==> src/rtl/eq_queue_seq_ctrl.sv <==
// Write/read pointer and FIR pass sequencing for one band's circular sample queue.
// Define RD_LAT2_EN for registered-output RAMs (two-cycle read latency).
module eq_queue_seq_ctrl #(
   parameter int ADDR_W = 10,
   parameter int NTAPS  = 1021
) (
   input  logic              clk,
   input  logic              rst,
   input  logic              wrt_smpl,
   output logic              we,
   output logic [ADDR_W-1:0] waddr,
   output logic [ADDR_W-1:0] raddr,
   output logic [ADDR_W-1:0] coeff_addr,
   output logic              sequencing,
   output logic              acc_clr,
   output logic              mac_en,
   output logic              seq_done,
   output logic              full,
   output logic              overrun
);

`ifdef RD_LAT2_EN
   localparam int RD_LAT = 2;
`else
   localparam int RD_LAT = 1;
`endif

   localparam logic [ADDR_W-1:0] LAST_TAP = ADDR_W'(NTAPS - 1);
   localparam logic [ADDR_W-1:0] TAPS     = ADDR_W'(NTAPS);
   localparam logic              PH_LAST  = 1'(RD_LAT - 1);

   typedef enum logic [2:0] {IDLE, PRIME, SEQ, DRAIN, DONE} state_t;

   state_t              state_q;
   logic [ADDR_W-1:0]   new_ptr_q, new_ptr_d;
   logic [ADDR_W-1:0]   old_ptr_q, old_ptr_d;
   logic [ADDR_W-1:0]   fill_cnt_q, fill_cnt_d;
   logic                full_q, full_d;
   logic [ADDR_W-1:0]   rd_ptr_q, end_ptr_q, coeff_q;
   logic                pend_q, overrun_q;
   logic                seq_q, acc_clr_q, done_q;
   logic                cnt_q;
   logic [RD_LAT-1:0]   mac_sr_q;
   logic                start_req;

   // A start uses the old pointer after this cycle's write, so the just-written sample is the newest tap.
   always_comb begin
      start_req  = wrt_smpl & full_q;
      new_ptr_d  = wrt_smpl ? new_ptr_q + ADDR_W'(1) : new_ptr_q;
      old_ptr_d  = start_req ? old_ptr_q + ADDR_W'(1) : old_ptr_q;
      fill_cnt_d = (wrt_smpl && fill_cnt_q != TAPS) ? fill_cnt_q + ADDR_W'(1) : fill_cnt_q;
      full_d     = full_q | (wrt_smpl && fill_cnt_q == LAST_TAP);
   end

   always_ff @(posedge clk) begin
      if (rst) begin
         state_q    <= IDLE;
         new_ptr_q  <= '0;
         old_ptr_q  <= '0;
         fill_cnt_q <= '0;
         full_q     <= 1'b0;
         rd_ptr_q   <= '0;
         end_ptr_q  <= '0;
         coeff_q    <= '0;
         pend_q     <= 1'b0;
         overrun_q  <= 1'b0;
         seq_q      <= 1'b0;
         acc_clr_q  <= 1'b0;
         done_q     <= 1'b0;
         cnt_q      <= 1'b0;
         mac_sr_q   <= '0;
      end else begin
         new_ptr_q  <= new_ptr_d;
         old_ptr_q  <= old_ptr_d;
         fill_cnt_q <= fill_cnt_d;
         full_q     <= full_d;
         acc_clr_q  <= 1'b0;
         done_q     <= 1'b0;
         mac_sr_q   <= RD_LAT'({mac_sr_q, seq_q});

         // Only one extra pass can be queued; DONE below consumes the queued one on the same edge.
         if (start_req && state_q != IDLE) begin
            if (pend_q)
               overrun_q <= 1'b1;
            else
               pend_q <= 1'b1;
         end

         case (state_q)
            IDLE: begin
               if (start_req) begin
                  rd_ptr_q  <= old_ptr_d;
                  end_ptr_q <= old_ptr_d + LAST_TAP;
                  coeff_q   <= '0;
                  cnt_q     <= 1'b0;
                  acc_clr_q <= (PH_LAST == 1'b0);
                  state_q   <= PRIME;
               end
            end
            PRIME: begin
               if (cnt_q == PH_LAST) begin
                  seq_q   <= 1'b1;
                  state_q <= SEQ;
               end else begin
                  cnt_q     <= cnt_q + 1'b1;
                  acc_clr_q <= ((cnt_q + 1'b1) == PH_LAST);
               end
            end
            SEQ: begin
               if (rd_ptr_q == end_ptr_q) begin
                  seq_q   <= 1'b0;
                  cnt_q   <= 1'b0;
                  state_q <= DRAIN;
               end else begin
                  rd_ptr_q <= rd_ptr_q + ADDR_W'(1);
                  coeff_q  <= coeff_q + ADDR_W'(1);
               end
            end
            DRAIN: begin
               if (cnt_q == PH_LAST) begin
                  done_q  <= 1'b1;
                  state_q <= DONE;
               end else begin
                  cnt_q <= cnt_q + 1'b1;
               end
            end
            DONE: begin
               if (pend_q || start_req) begin
                  pend_q    <= 1'b0;
                  rd_ptr_q  <= old_ptr_d;
                  end_ptr_q <= old_ptr_d + LAST_TAP;
                  coeff_q   <= '0;
                  cnt_q     <= 1'b0;
                  acc_clr_q <= (PH_LAST == 1'b0);
                  state_q   <= PRIME;
               end else begin
                  state_q <= IDLE;
               end
            end
            default: state_q <= IDLE;
         endcase
      end
   end

   assign we         = wrt_smpl;
   assign waddr      = new_ptr_q;
   assign raddr      = rd_ptr_q;
   assign coeff_addr = coeff_q;
   assign sequencing = seq_q;
   assign acc_clr    = acc_clr_q;
   assign mac_en     = mac_sr_q[RD_LAT-1];
   assign seq_done   = done_q;
   assign full       = full_q;
   assign overrun    = overrun_q;

endmodule

==> config.mk <==
export PLATFORM = sky130hd
export DESIGN_NAME = eq_queue_seq_ctrl
export DESIGN_NICKNAME = d
export VERILOG_FILES = /design/src/rtl/eq_queue_seq_ctrl.sv
export SDC_FILE = /design/constraint.sdc
export NUM_CORES = 1
export LEC_CHECK = 0
export CAP_MARGIN = 5
export CORE_AREA = 2 2 95 97
export DETAILED_ROUTE_END_ITERATION = 10
export DIE_AREA = 0 0 97 99
export SKIP_LAST_GASP = 1
export SLEW_MARGIN = 5
export SYNTH_ARGS = -nofsm -noshare
export SYNTH_HDL_FRONTEND = slang
export SYNTH_SLANG_ARGS = --single-unit
export TNS_END_PERCENT = 20
==> constraint.sdc <==
create_clock -name clk -period 2 [get_ports clk]
set_input_delay 0.4 -clock clk [delete_from_list [all_inputs] [get_ports clk]]
set_output_delay 0.4 -clock clk [all_outputs]
set_load 0.02 [all_outputs]
==> results.txt <==
By area the synthesized netlist is led by sky130_fd_sc_hd__dfxtp_1 (42%), sky130_fd_sc_hd__xnor2_1 (8.9%), sky130_fd_sc_hd__nor2_1 (6.0%). On the final layout, the worst clock skew is 0.005803 ns. For the area of the core region, the log shows 0.008551 mm2. The iteration count of the initial detailed-routing pass is 4. Counting flops with a built-in enable in the synthesized netlist gives 0.

Post-CTS timing repair inserted 0 buffers for setup. The maximum vdd ir drop was 0.0003305 V. The run finished with clean final reports. From synthesis to final layout, the design area changed by 30.65%.

Number of maximum-capacitance constraint violations: 0. The number of antenna violations at the first check in global routing is 0, and the clock period minus final worst setup slack is 1.922 ns. Entering global routing, the biggest net connects 54 pins.

The fraction of the core area covered by cells at the end of the flow was 0.5139; the detailed-route via count was 3064. The wire length of the first global-routing pass is 13190 um. The layout has 820 filler cells. The net count of the finished layout was 499. Prior to clock tree synthesis, the placed netlist has a worst setup slack of -0.3826 ns.

Based on the critical path, the design can be clocked at up to 520.3 MHz. The number of port buffers is 39. In the synthesized netlist, the cells that appear most often are sky130_fd_sc_hd__dfxtp_1 (70), sky130_fd_sc_hd__nor2_1 (54), sky130_fd_sc_hd__nand2_1 (43).

Clock-pin slew was measured on the worst setup and hold paths at 0.07 ns. The run gives 40 as the number of top-level design ports. Setup repair after global routing left no endpoint under its margin.

The flip-flop and latch count after synthesis came out at 70. Most frequent cell after synthesis: sky130_fd_sc_hd__dfxtp_1. The post-synth net total is 414. The chip width works out to 97 um. The worst register-to-register path has a setup slack of 0.08 ns.

The total overflow left after global routing is 0. The fraction of final layout cells with drive strength greater than 1 came out at 0.1460. The final cycle utilization of the critical path is 0.9610, and the highest net fanout along the worst path is 3. The height of the die is 99 um, and the maximum level of the CTS H-tree is 3. The count of yosys warnings during synthesis was 0; the area share of the largest cell type after synthesis was 0.4167.

The tools report the count of different cell masters after synthesis as 48. The maximum clock path buffer count was 2. The worst hold path belongs to the class flip-flop to flip-flop.

For the pin with the worst max-slew slack, the measured transition is 0.5697 ns. For the headroom to the max-slew limit, the log shows 0.6202. STA classifies the critical path startpoint as a flip-flop.

0 antenna diodes ended up in the layout. Dividing total power by cell area gives a power density of 579.1 mW/mm2. The post-route DRC violation count came out at 0.

Setup violations remaining at the end of the flow were counted as 0. STA classifies the critical path endpoint as a flip-flop. A synthesized cell averages 8.345 um2. The number of clock buffers added by TritonCTS is 9. For the number of max-slew violations in the final report, the log shows 0. For the worst setup path, the data arrival time is 2.21 ns.

The analysis attributes to cell leakage a power of 1.654 nW. The tools report the number of standard cells after synthesis as 403. The master cell of the clock root buffer is sky130_fd_sc_hd__clkbuf_8.

The number of global-route vias before repair is 2896. The DRC marker count from the first detailed-route iteration is 61, and the clock sink count is 70. The number of hold buffers added after CTS was 0. Of all cell types, the one taking the most synthesized area is sky130_fd_sc_hd__dfxtp_1. The logs give 0 for the residual antenna-violating net count after detailed routing and 5536 um for the total half-perimeter wirelength after legalization and detailed placement. The tools report the register area share after synthesis as 0.4167.

The total routed wirelength came out at 7765 um. The area enclosed by the die boundary is 0.009603 mm2. For this run, the number of standard cells in the final layout without fillers is 601.

The run gives 0.07790 ns as the final setup slack of the worst path. The tools report the number of cells after detailed placement as 585. Predominant post-synthesis flop cell: sky130_fd_sc_hd__dfxtp_1. The startpoint-to-endpoint class of the critical path is flip-flop to flip-flop. The detail-routed via count per cell came out at 5.098. The tools report the global-route usage over all layers as 0.1675.

The fraction of synthesis flops using an asynchronous set or reset pin is 0. TritonCTS built the clock tree. In this run the core area contains 34 standard-cell rows. The logs give 0.3933 for the initial core utilization and 2.29 ns for the worst path required time. Summing every instance area after synthesis gives 0.003363 mm2. The number of endpoints with negative hold slack in the final report is 0. Mean routed wirelength per cell: 12.92 um.

Routability-driven placement finished with a final weighted congestion of 0.8236. The run gives 0.34 ns as the insertion delay to the later sink of the worst-skew pair.
[cell type report]
class,instances,area (um2),share of cell area
Clock buffer,16,180.2,0.04100
Inverter,6,22.52,0.005125
Multi-Input combinational cell,309,1871,0.4257
Sequential cell,70,1401,0.3189
Tap cell,108,135.1,0.03075
Timing Repair Buffer,92,784.5,0.1785
[routing by layer]
layer	wire length, um	up-vias	track usage
li1	-	1578	-
met1	3719	1415	0.2132
met2	3589	56	0.2719
met3	314	15	0.04752
met4	142	0	0.06176
met5	0	-	0
[per-stage QoR]
step / TNS [ns] / power, mW / area, um2 / hold slack [ns]
after floorplan: 0 / 1.494 / 3363 / 0.4444
after global placement: -4.846 / 1.524 / 4207 / 0.4523
after detailed placement: -5.435 / 1.526 / 4207 / 0.4573
after CTS: -0.02080 / 2.587 / 4385 / 0.4649
after global routing: 0 / 2.652 / 4394 / 0.4843
final: 0 / 2.545 / 4394 / 0.4660
[kinds of logic (layout without fill, tap and decap cells)]
| group | after synthesis | in the layout | share of synthesized area |
|---|---|---|---|
| adders and majority gates | 8 | 8 | 0.02976 |
| AOI/OAI and AO/OA | 71 | 71 | 0.1302 |
| DFF | 70 | 70 | 0.4167 |
| buffers and inverters | 24 | 114 | 0.02902 |
| xor gates and xnor gates | 47 | 47 | 0.1224 |
| and+or+nand+nor | 180 | 180 | 0.2630 |
| muxes | 3 | 3 | 0.008929 |
[critical path: stages, from the launching register on]
cell	delay, ns
sky130_fd_sc_hd__dfxtp_1	0.32
sky130_fd_sc_hd__ha_1	0.21
sky130_fd_sc_hd__nand3_1	0.16
sky130_fd_sc_hd__mux2i_1	0.20
sky130_fd_sc_hd__a22oi_1	0.13
sky130_fd_sc_hd__a2111o_1	0.42
sky130_fd_sc_hd__or3_1	0.35
sky130_fd_sc_hd__nand3_1	0.08
[sequential cells by signal, indices dropped and copies added (netlist names)]
| signal | flops |
|---|---|
| raddr | 10 |
| end_ptr_q | 10 |
| sequencing | 1 |
| full | 1 |
| acc_clr | 1 |
| pend_q | 1 |
| overrun | 1 |
| fill_cnt_q | 10 |
| seq_done | 1 |
| old_ptr_q | 10 |
| coeff_addr | 10 |
| mac_en | 1 |
| waddr | 10 |
| state_q | 3 |
[cell usage in the layout (no fill, tap or decap), drive strengths merged, types with 2 or more instances in the layout]
cell type      synthesis  layout
a211oi                 6       6
a21boi                 2       2
a21oi                 26      26
a311oi                 2       2
a31oi                  4       4
and2                   6       6
and3                   7       7
and4                   5       5
buf                    4      54
clkbuf                14      16
clkdlybuf4s50          0      36
clkinv                 2       2
dfxtp                 70      70
ha                     8       8
inv                    4       4
mux2i                  3       3
nand2                 43      43
nand2b                 3       3
nand3                 16      16
nand4                 12      12
nor2                  54      54
nor2b                  2       2
nor3                  14      14
nor3b                  3       3
o21ai                 15      15
o22ai                  4       4
o32ai                  3       3
or3                   11      11
xnor2                 34      34
xor2                  13      13
[worst paths after layout]
path                        startpoint                   endpoint  depth (start not counted)
max            old_ptr_q[0]$_SDFF_PP0_  end_ptr_q[9]$_SDFFE_PP0P_                          7
min          end_ptr_q[4]$_SDFFE_PP0P_  end_ptr_q[4]$_SDFFE_PP0P_                          2
max reg2reg    old_ptr_q[0]$_SDFF_PP0_  end_ptr_q[9]$_SDFFE_PP0P_                          7
min reg2reg  end_ptr_q[4]$_SDFFE_PP0P_  end_ptr_q[4]$_SDFFE_PP0P_                          2
[repair_timing]
item	CTS	global route
gates resized for setup	1	3
endpoints found under the setup margin	2	15
cloned	0	0
[power by group]
group	switching, mW	total [mW]	internal (mW)
Sequential	0.00935	1.41	1.40
Combinational	0.0509	0.0808	0.0298
Clock	0.497	1.05	0.555
Note: power is estimated with default switching activity, not from simulation.
